--- src/rtl/decode_pkg.sv ---
// Shared decode definitions: opcode constants, OCLASS bit positions, immediate formats
// and the immediate generator.
package decode_pkg;

    localparam logic [6:0] OP_LUI   = 7'b0110111;
    localparam logic [6:0] OP_AUIPC = 7'b0010111;
    localparam logic [6:0] OP_JAL   = 7'b1101111;
    localparam logic [6:0] OP_JALR  = 7'b1100111;
    localparam logic [6:0] OP_BCC   = 7'b1100011;
    localparam logic [6:0] OP_LCC   = 7'b0000011;
    localparam logic [6:0] OP_SCC   = 7'b0100011;
    localparam logic [6:0] OP_MCC   = 7'b0010011;
    localparam logic [6:0] OP_RCC   = 7'b0110011;
    localparam logic [6:0] OP_CUS   = 7'b0001011;
    localparam logic [6:0] OP_CCC   = 7'b1110011;

    localparam int CLS_LUI   = 0;
    localparam int CLS_AUIPC = 1;
    localparam int CLS_JAL   = 2;
    localparam int CLS_JALR  = 3;
    localparam int CLS_BCC   = 4;
    localparam int CLS_LCC   = 5;
    localparam int CLS_SCC   = 6;
    localparam int CLS_MCC   = 7;
    localparam int CLS_RCC   = 8;
    localparam int CLS_CUS   = 9;
    localparam int CLS_CCC   = 10;
    localparam int NCLASS    = 11;

    typedef enum logic [2:0] {
        IMM_NONE = 3'd0,
        IMM_I    = 3'd1,
        IMM_S    = 3'd2,
        IMM_B    = 3'd3,
        IMM_U    = 3'd4,
        IMM_J    = 3'd5
    } imm_fmt_e;

    function automatic logic [31:0] imm_gen(input imm_fmt_e fmt, input logic [31:0] ins);
        logic [31:0] imm;
        imm = 32'd0;
        case (fmt)
            IMM_I:   imm = {{20{ins[31]}}, ins[31:20]};
            IMM_S:   imm = {{20{ins[31]}}, ins[31:25], ins[11:7]};
            IMM_B:   imm = {{19{ins[31]}}, ins[31], ins[7], ins[30:25], ins[11:8], 1'b0};
            IMM_U:   imm = {ins[31:12], 12'd0};
            IMM_J:   imm = {{11{ins[31]}}, ins[31], ins[19:12], ins[20], ins[30:21], 1'b0};
            default: imm = 32'd0;
        endcase
        return imm;
    endfunction

endpackage

--- src/rtl/decode_if.sv ---
// Fetch-side and execute-side handshake/payload bundle of the decode stage.
interface decode_if #(
    parameter int PCW = 32,
    parameter int RW  = 5
);
    logic           flush;
    logic           ivalid;
    logic           iready;
    logic [31:0]    idata;
    logic [PCW-1:0] ipc;
    logic           ovalid;
    logic           oready;
    logic [PCW-1:0] opc;
    logic [10:0]    oclass;
    logic           oill;
    logic [RW-1:0]  odptr;
    logic [RW-1:0]  os1ptr;
    logic [RW-1:0]  os2ptr;
    logic [2:0]     ofct3;
    logic [6:0]     ofct7;
    logic [31:0]    oimm;

    modport master (
        output flush, ivalid, idata, ipc, oready,
        input  iready, ovalid, opc, oclass, oill, odptr, os1ptr, os2ptr, ofct3, ofct7, oimm
    );

    modport slave (
        input  flush, ivalid, idata, ipc, oready,
        output iready, ovalid, opc, oclass, oill, odptr, os1ptr, os2ptr, ofct3, ofct7, oimm
    );
endinterface

--- src/rtl/decode_core.sv ---
// Combinational RV32I/E field, class, legality and immediate decode of one instruction word.
module decode_core
    import decode_pkg::*;
#(
    parameter int RW    = 5,
    parameter int RV32E = 0
) (
    input  logic [31:0]       idata,
    output logic [NCLASS-1:0] cls,
    output logic              ill,
    output logic [RW-1:0]     dptr,
    output logic [RW-1:0]     s1ptr,
    output logic [RW-1:0]     s2ptr,
    output logic [2:0]        fct3,
    output logic [6:0]        fct7,
    output logic [31:0]       imm
);
    logic [NCLASS-1:0] cls_raw_s;
    logic              use_rd_s;
    logic              use_rs1_s;
    logic              use_rs2_s;
    logic              rv32e_bad_s;
    logic [4:0]        rd_s;
    logic [4:0]        rs1_s;
    logic [4:0]        rs2_s;
    imm_fmt_e          fmt_s;

    assign rd_s  = idata[11:7];
    assign rs1_s = idata[19:15];
    assign rs2_s = idata[24:20];

    // opcode match to raw one-hot class
    always_comb begin
        cls_raw_s = {NCLASS{1'b0}};
        case (idata[6:0])
            OP_LUI:   cls_raw_s[CLS_LUI]   = 1'b1;
            OP_AUIPC: cls_raw_s[CLS_AUIPC] = 1'b1;
            OP_JAL:   cls_raw_s[CLS_JAL]   = 1'b1;
            OP_JALR:  cls_raw_s[CLS_JALR]  = 1'b1;
            OP_BCC:   cls_raw_s[CLS_BCC]   = 1'b1;
            OP_LCC:   cls_raw_s[CLS_LCC]   = 1'b1;
            OP_SCC:   cls_raw_s[CLS_SCC]   = 1'b1;
            OP_MCC:   cls_raw_s[CLS_MCC]   = 1'b1;
            OP_RCC:   cls_raw_s[CLS_RCC]   = 1'b1;
            OP_CUS:   cls_raw_s[CLS_CUS]   = 1'b1;
            OP_CCC:   cls_raw_s[CLS_CCC]   = 1'b1;
            default:  cls_raw_s = {NCLASS{1'b0}};
        endcase
    end

    // legality: CSR immediate forms reuse the rs1 field as data, so it is not a register there
    always_comb begin
        use_rd_s  = cls_raw_s[CLS_LUI] | cls_raw_s[CLS_AUIPC] | cls_raw_s[CLS_JAL] |
                    cls_raw_s[CLS_JALR] | cls_raw_s[CLS_LCC] | cls_raw_s[CLS_MCC] |
                    cls_raw_s[CLS_RCC] | cls_raw_s[CLS_CUS] | cls_raw_s[CLS_CCC];
        use_rs1_s = cls_raw_s[CLS_JALR] | cls_raw_s[CLS_BCC] | cls_raw_s[CLS_LCC] |
                    cls_raw_s[CLS_SCC] | cls_raw_s[CLS_MCC] | cls_raw_s[CLS_RCC] |
                    cls_raw_s[CLS_CUS] | (cls_raw_s[CLS_CCC] & ~idata[14]);
        use_rs2_s = cls_raw_s[CLS_BCC] | cls_raw_s[CLS_SCC] | cls_raw_s[CLS_RCC] |
                    cls_raw_s[CLS_CUS];
        rv32e_bad_s = (RV32E != 0) &&
                      ((use_rd_s && rd_s[4]) || (use_rs1_s && rs1_s[4]) || (use_rs2_s && rs2_s[4]));
        ill = (cls_raw_s == {NCLASS{1'b0}}) || (idata[1:0] != 2'b11) || rv32e_bad_s;
        cls = ill ? {NCLASS{1'b0}} : cls_raw_s;
    end

    // immediate format select and field outputs
    always_comb begin
        if (cls[CLS_JALR] || cls[CLS_LCC] || cls[CLS_MCC]) begin
            fmt_s = IMM_I;
        end else if (cls[CLS_SCC]) begin
            fmt_s = IMM_S;
        end else if (cls[CLS_BCC]) begin
            fmt_s = IMM_B;
        end else if (cls[CLS_LUI] || cls[CLS_AUIPC]) begin
            fmt_s = IMM_U;
        end else if (cls[CLS_JAL]) begin
            fmt_s = IMM_J;
        end else begin
            fmt_s = IMM_NONE;
        end
        imm   = imm_gen(fmt_s, idata);
        dptr  = (ill || cls_raw_s[CLS_BCC] || cls_raw_s[CLS_SCC]) ? {RW{1'b0}} : rd_s[RW-1:0];
        s1ptr = rs1_s[RW-1:0];
        s2ptr = rs2_s[RW-1:0];
        fct3  = idata[14:12];
        fct7  = idata[31:25];
    end

endmodule

--- src/rtl/decode_stage.sv ---
// Pipelined decode stage: decode_core ahead of a valid/ready output register.
// Optional one-entry skid buffer with registered IREADY when DECODE_SKID_EN is defined.
module decode_stage
    import decode_pkg::*;
#(
    parameter int PCW   = 32,
    parameter int RV32E = 0
) (
    input  logic    clk,
    input  logic    resn,
    decode_if.slave bus
);
    localparam int RW = (RV32E != 0) ? 4 : 5;

    typedef struct packed {
        logic [PCW-1:0]    pc;
        logic [NCLASS-1:0] cls;
        logic              ill;
        logic [RW-1:0]     dptr;
        logic [RW-1:0]     s1ptr;
        logic [RW-1:0]     s2ptr;
        logic [2:0]        fct3;
        logic [6:0]        fct7;
        logic [31:0]       imm;
    } payload_t;

    logic [NCLASS-1:0] cls_s;
    logic              ill_s;
    logic [RW-1:0]     dptr_s;
    logic [RW-1:0]     s1ptr_s;
    logic [RW-1:0]     s2ptr_s;
    logic [2:0]        fct3_s;
    logic [6:0]        fct7_s;
    logic [31:0]       imm_s;
    payload_t          dec_s;
    payload_t          out_r;
    logic              ovalid_r;
    logic              iready_s;
    logic              accept_s;

    decode_core #(
        .RW    (RW),
        .RV32E (RV32E)
    ) u_core (
        .idata (bus.idata),
        .cls   (cls_s),
        .ill   (ill_s),
        .dptr  (dptr_s),
        .s1ptr (s1ptr_s),
        .s2ptr (s2ptr_s),
        .fct3  (fct3_s),
        .fct7  (fct7_s),
        .imm   (imm_s)
    );

    // bundle the decoded fields with the instruction address
    always_comb begin
        dec_s       = '0;
        dec_s.pc    = bus.ipc;
        dec_s.cls   = cls_s;
        dec_s.ill   = ill_s;
        dec_s.dptr  = dptr_s;
        dec_s.s1ptr = s1ptr_s;
        dec_s.s2ptr = s2ptr_s;
        dec_s.fct3  = fct3_s;
        dec_s.fct7  = fct7_s;
        dec_s.imm   = imm_s;
    end

    assign accept_s = bus.ivalid && iready_s && !bus.flush;

`ifdef DECODE_SKID_EN
    payload_t skid_r;
    logic     skid_valid_r;

    assign iready_s = !skid_valid_r;

    // output register fed from the skid entry first, else straight from decode
    always_ff @(posedge clk or negedge resn) begin
        if (!resn) begin
            ovalid_r     <= 1'b0;
            out_r        <= '0;
            skid_valid_r <= 1'b0;
            skid_r       <= '0;
        end else if (bus.flush) begin
            ovalid_r     <= 1'b0;
            skid_valid_r <= 1'b0;
        end else if (!ovalid_r || bus.oready) begin
            if (skid_valid_r) begin
                out_r        <= skid_r;
                ovalid_r     <= 1'b1;
                skid_valid_r <= 1'b0;
            end else if (accept_s) begin
                out_r    <= dec_s;
                ovalid_r <= 1'b1;
            end else begin
                ovalid_r <= 1'b0;
            end
        end else if (accept_s) begin
            skid_r       <= dec_s;
            skid_valid_r <= 1'b1;
        end
    end
`else
    assign iready_s = !ovalid_r || bus.oready;

    // output register: load on accept, drain on consume, payload otherwise held
    always_ff @(posedge clk or negedge resn) begin
        if (!resn) begin
            ovalid_r <= 1'b0;
            out_r    <= '0;
        end else if (bus.flush) begin
            ovalid_r <= 1'b0;
        end else if (accept_s) begin
            out_r    <= dec_s;
            ovalid_r <= 1'b1;
        end else if (bus.oready) begin
            ovalid_r <= 1'b0;
        end
    end
`endif

    assign bus.iready = iready_s;
    assign bus.ovalid = ovalid_r;
    assign bus.opc    = out_r.pc;
    assign bus.oclass = out_r.cls;
    assign bus.oill   = out_r.ill;
    assign bus.odptr  = out_r.dptr;
    assign bus.os1ptr = out_r.s1ptr;
    assign bus.os2ptr = out_r.s2ptr;
    assign bus.ofct3  = out_r.fct3;
    assign bus.ofct7  = out_r.fct7;
    assign bus.oimm   = out_r.imm;

endmodule
--- src/flat_wrapper.sv ---
// flat-port wrapper written by rule: the top's interface ports become plain ports
module decode_stage_flat import decode_pkg::*;
#(
    parameter int PCW   = 32,
    parameter int RV32E = 0
)
  (clk, resn, bus_flush, bus_ivalid, bus_idata, bus_ipc, bus_oready, bus_iready, bus_ovalid, bus_opc, bus_oclass, bus_oill, bus_odptr, bus_os1ptr, bus_os2ptr, bus_ofct3, bus_ofct7, bus_oimm);
  decode_if #(.PCW(PCW)) bus_i ();
  input  logic clk;
  input  logic resn;
  input wire logic [$bits(bus_i.flush)-1:0] bus_flush;
  input wire logic [$bits(bus_i.ivalid)-1:0] bus_ivalid;
  input wire logic [$bits(bus_i.idata)-1:0] bus_idata;
  input wire logic [$bits(bus_i.ipc)-1:0] bus_ipc;
  input wire logic [$bits(bus_i.oready)-1:0] bus_oready;
  output wire logic [$bits(bus_i.iready)-1:0] bus_iready;
  output wire logic [$bits(bus_i.ovalid)-1:0] bus_ovalid;
  output wire logic [$bits(bus_i.opc)-1:0] bus_opc;
  output wire logic [$bits(bus_i.oclass)-1:0] bus_oclass;
  output wire logic [$bits(bus_i.oill)-1:0] bus_oill;
  output wire logic [$bits(bus_i.odptr)-1:0] bus_odptr;
  output wire logic [$bits(bus_i.os1ptr)-1:0] bus_os1ptr;
  output wire logic [$bits(bus_i.os2ptr)-1:0] bus_os2ptr;
  output wire logic [$bits(bus_i.ofct3)-1:0] bus_ofct3;
  output wire logic [$bits(bus_i.ofct7)-1:0] bus_ofct7;
  output wire logic [$bits(bus_i.oimm)-1:0] bus_oimm;
  assign bus_i.flush = bus_flush;
  assign bus_i.ivalid = bus_ivalid;
  assign bus_i.idata = bus_idata;
  assign bus_i.ipc = bus_ipc;
  assign bus_i.oready = bus_oready;
  assign bus_iready = bus_i.iready;
  assign bus_ovalid = bus_i.ovalid;
  assign bus_opc = bus_i.opc;
  assign bus_oclass = bus_i.oclass;
  assign bus_oill = bus_i.oill;
  assign bus_odptr = bus_i.odptr;
  assign bus_os1ptr = bus_i.os1ptr;
  assign bus_os2ptr = bus_i.os2ptr;
  assign bus_ofct3 = bus_i.ofct3;
  assign bus_ofct7 = bus_i.ofct7;
  assign bus_oimm = bus_i.oimm;
  decode_stage #(.PCW(PCW), .RV32E(RV32E)) u_core (.clk(clk), .resn(resn), .bus(bus_i));
endmodule
--- config.mk ---
export PLATFORM = sky130hd
export DESIGN_NAME = decode_stage_flat
export DESIGN_NICKNAME = d
export VERILOG_FILES = /design/src/rtl/decode_pkg.sv /design/src/rtl/decode_if.sv /design/src/rtl/decode_core.sv /design/src/rtl/decode_stage.sv /design/src/flat_wrapper.sv
export SDC_FILE = /design/constraint.sdc
export NUM_CORES = 1
export LEC_CHECK = 0
export ABC_AREA = 1
export ABC_CLOCK_PERIOD_IN_PS = 1500
export CAP_MARGIN = 25
export CORE_UTILIZATION = 30
export DETAILED_ROUTE_END_ITERATION = 7
export GPL_ROUTABILITY_DRIVEN = 0
export PLACE_DENSITY = 0.63
export SYNTH_ARGS = -nofsm -noshare
export SYNTH_HDL_FRONTEND = slang
export SYNTH_HIERARCHICAL = 1
export SYNTH_SLANG_ARGS = --single-unit
export TNS_END_PERCENT = 50
--- constraint.sdc ---
create_clock -name clk -period 1.5 [get_ports clk]
set_clock_uncertainty 0.2 [all_clocks]
set_input_delay 0.3 -clock clk [delete_from_list [all_inputs] [get_ports clk]]
set_output_delay 0.3 -clock clk [all_outputs]
set_load 0.02 [all_outputs]
==> summary.txt <==
Pwr
  – Register share of total power: 41.9%
  – Clock Power Share: roughly 36%
  – Comb pwr share: 21.7%
  – VDD IR-drop max: approximately 0.49 mV
  – Switching share of power: between 20% and 30%
  – Int Power: between 5 and 6 mW
  – Leak pwr: 4.10 nW
  – Pwr Density: approximately 1000 nW/um2
  – Total Power: 7.45 mW
  – NetSw: between 2 and 2.5 mW

Route
  – Vias per inst: approximately 4.6
  – Post-DR wirelength/cell: between 15 and 20 um
  – DR DRC count: 0
  – Routed wire length: about 17000 um
  – Starting DRC count in detailed routing: between 300 and 400
  – Initial DRT Pass Iterations: 4
  – Post-route ant nets: 0
  – Vias: roughly 4.7k

Hold path
  – Worst Hold Endpoint: u_core/bus.oclass[1]
  – Hold Crit Class: in -> reg
  – Worst hold stages: 4
  – HP Start: bus_idata[6]

Final layout
  – Non-Filler Instances: 1016
  – Fin util: a little under half
  – Commonest cells after routing, fill and taps aside: 239 x nand2_1, 121 x nand3_1, 102 x dfrtp_1
  – Post-route cell area: 7380 um2
  – Reg area: about 2600 um2
  – ANT cells: 0
  – Area of the multi-input gates: between 2000 and 2500 um2
  – Commonest non-fill, non-tap cell in the layout: nand2_1
  – Fill cells: roughly 1.7k
  – Share of cells above drive strength 1: 29.3%
  – P&R area growth vs syn: 48.7%
  – Final net count: ~870

Critical path
  – Worst setup SP type: input pin
  – R2r startpoint: u_core/bus.ovalid
  – R2r setup slk: roughly 0.11 ns
  – Critical path class: in -> reg
  – R2R cell count: 5
  – CP max-delay cell: clkdlybuf4s50_1
  – WP data required: 1.59 ns
  – Crit-path max cell delay: around 0.47 ns
  – Crit path arrival time: ~1.6 ns
  – Maximum fanout along the worst path: 8
  – Crit path cell chain: clkdlybuf4s50_1, inv_2, nor2_4, buf_12, buf_12, clkbuf_16, nand3_1, nand2_1
  – Crit path max-delay family: buffers and inverters
  – R2R Path End: u_core/bus.oclass[4]
  – Buf/Inv on CP: 5
  – Crit. End Element: register
  – Most frequent CP cell: buf_12

Floorplan
  – DIE AREA: approximately 17000 um2
  – Initial Util: between 30% and 40%
  – Num ports: around 170
  – Rows: between 40 and 50
  – Die Y: about 130 um
  – Total core area: 16000 um2
  – Die X: 131 um

Placement
  – Hpwl dp: around 11000 um
  – Cell Area, Placed: ~7000 um2
  – Port Buf Inserts: 171
  – Inst Count DP: just under 1k

Timing
  – Unrepaired setup endpoints after global routing: true
  – Minimum clock period: 1.48 ns
  – Fin crit share: just under 100%
  – Peak Freq: roughly 680 MHz
  – Slew at the pin closest to its max-slew limit: between 0.2 and 0.25 ns
  – Worst rel slew slack: 83.6%
  – Worst hold slack: between 0.1 and 0.15 ns
  – Setup violators final: 0
  – Final Hold Viols: 0
  – Slew Limit Fails: 0

Logic synthesis
  – Mean Syn Cell Area: roughly 8 um2
  – Net Count, Synth: roughly 670
  – Cell count after synthesis: 602
  – Largest area contributor in the netlist: dfrtp_1
  – Netlist cell types: 25
  – Yosys top cell area share: approximately half
  – Mapped Area: ~5000 um2
  – Synthesized flop and latch total: 102
  – Largest cells by area after synthesis: dfrtp_1 51%, nand2_1 18%, nand3_1 12%
  – Register area share after synthesis: approximately 50%
  – Yosys warning count: 6

Global route
  – Initial antenna violation count: 0
  – Global-route wire length before repair: around 24000 um
  – Tot GR Track Use: 18.5%
  – Vias in the first global route: between 4k and 5k
  – Largest net degree at the start of global routing: 69
  – GRT overflow: 0

Clock tree
  – Clock tree root buffer cell: clkbuf_16
  – # clock sinks: a little over 100
  – Clk Latency, worst-skew pair: 0.35 ns
  – Clk buf depth: 2
  – CTS tree: built
  – Clock buffer count from CTS: 9
  – H-Tree Depth: 3
  – Clk slew on worst S/H paths: approximately 0.07 ns

Status
  – Status: completed

Run
  – Max_cap viols: 0
==> repair_timing <==
action	CTS	global route
setup buffers	9	6
hold endpoints to repair	102	0
setup endpoints to repair	199	130
pin swaps	18	12
hold buffers	1	0
resized for setup	401	61
cloned	2	14
==> flip-flops by register name, summed over array words and instances (netlist names) <==
register	count
u_core/bus.oimm	32
u_core/bus.odptr	5
u_core/bus.ofct7	7
u_core/bus.oclass	11
u_core/bus.opc	32
u_core/bus.ofct3	3
u_core/bus.oill	1
u_core/bus.ovalid	1
u_core/bus.os1ptr	5
u_core/bus.os2ptr	5
==> metrics by stage <==
step | worst slack, ns | TNS (ns)
after floorplan | -0.00239 | -0.00239
after global placement | -0.661 | -54.48
after detailed placement | -0.703 | -54.71
after CTS | -0.0324 | -0.0495
after global routing | -0.00272 | -0.00272
final | 0.0241 | 0
==> area by class of cell <==
cell class                 instances  share of cell area [%]
sequential                       102                    34.6
tap                              216                    3.66
timing repair inverter             1                   0.102
timing repair buffer             240                    28.6
clock buffer                      11                    3.29
inverter                          21                    1.22
multi-input combinational        421                    27.2
clock inverter                     4                    1.29
==> metal layers <==
metal	global-route usage (%)	share of wire, %	up-vias
met1	24.7	45	2230
met2	28.7	47	143
li1	-	-	2299
met3	4.07	6.0	18
met5	0	0	-
met4	8.59	1.9	0
==> logic make-up (layout without fill, tap and decap cells) <==
group | count (synthesis) | after routing | synth area share [%]
AND/OR/NAND/NOR | 405 | 406 | 35.4
flip-flops | 102 | 102 | 51.4
buffers and inverters | 80 | 277 | 10.5
AO/OA/AOI/OAI | 15 | 15 | 2.65
==> worst max path at each step <==
stage / from / to / slack, ns / depth (start not counted)
after global routing: u_core/bus.ovalid / bus_iready / -0.003 / 2
after CTS: bus_oready / bus_iready / -0.03 / 4
after floorplan: bus_idata[1] / u_core/bus.oimm[29] / -0.002 / 9
after global placement: bus_idata[4] / u_core/bus.oimm[8] / -0.66 / 11
final: bus_ivalid / u_core/bus.ofct3[0] / 0.02 / 8
after detailed placement: bus_idata[5] / u_core/bus.odptr[4] / -0.70 / 11
==> worst reg2reg max path: cells and delay by family, from the launching register on <==
| family | cells | cell delay [ns] |
|---|---|---|
| flip-flops | 1 | 0.40 |
| AND/OR/NAND/NOR | 3 | 0.35 |
| buffers and inverters | 2 | 0.39 |
==> cells in the mapped netlist <==
cell type,instances
nand3_2,4
inv_2,4
buf_2,20
nor4_1,1
o21ai_4,1
clkbuf_1,2
o21a_1,1
buf_4,23
nand2_2,8
a21boi_1,6
inv_1,17
o211ai_1,4
o21bai_4,1
buf_6,12
a21oi_1,1
nor2_1,17
clkbuf_8,2
dfrtp_1,102
nor2_4,3
nor2_2,2
nand3_1,123
a22o_1,1
nand2_1,242
nand4_1,1
nor3_1,4
==> power groups by stage <==
stage / registers, mW / clock network, mW / logic, mW
after global placement: 3.18 / 0 / 1.69
after detailed placement: 3.19 / 0 / 1.70
after floorplan: 3.48 / 0 / 0.459
after CTS: 3.13 / 2.78 / 1.56
final: 3.13 / 2.71 / 1.62
after global routing: 3.16 / 2.87 / 1.76
Note: power is estimated with default switching activity, not from simulation.
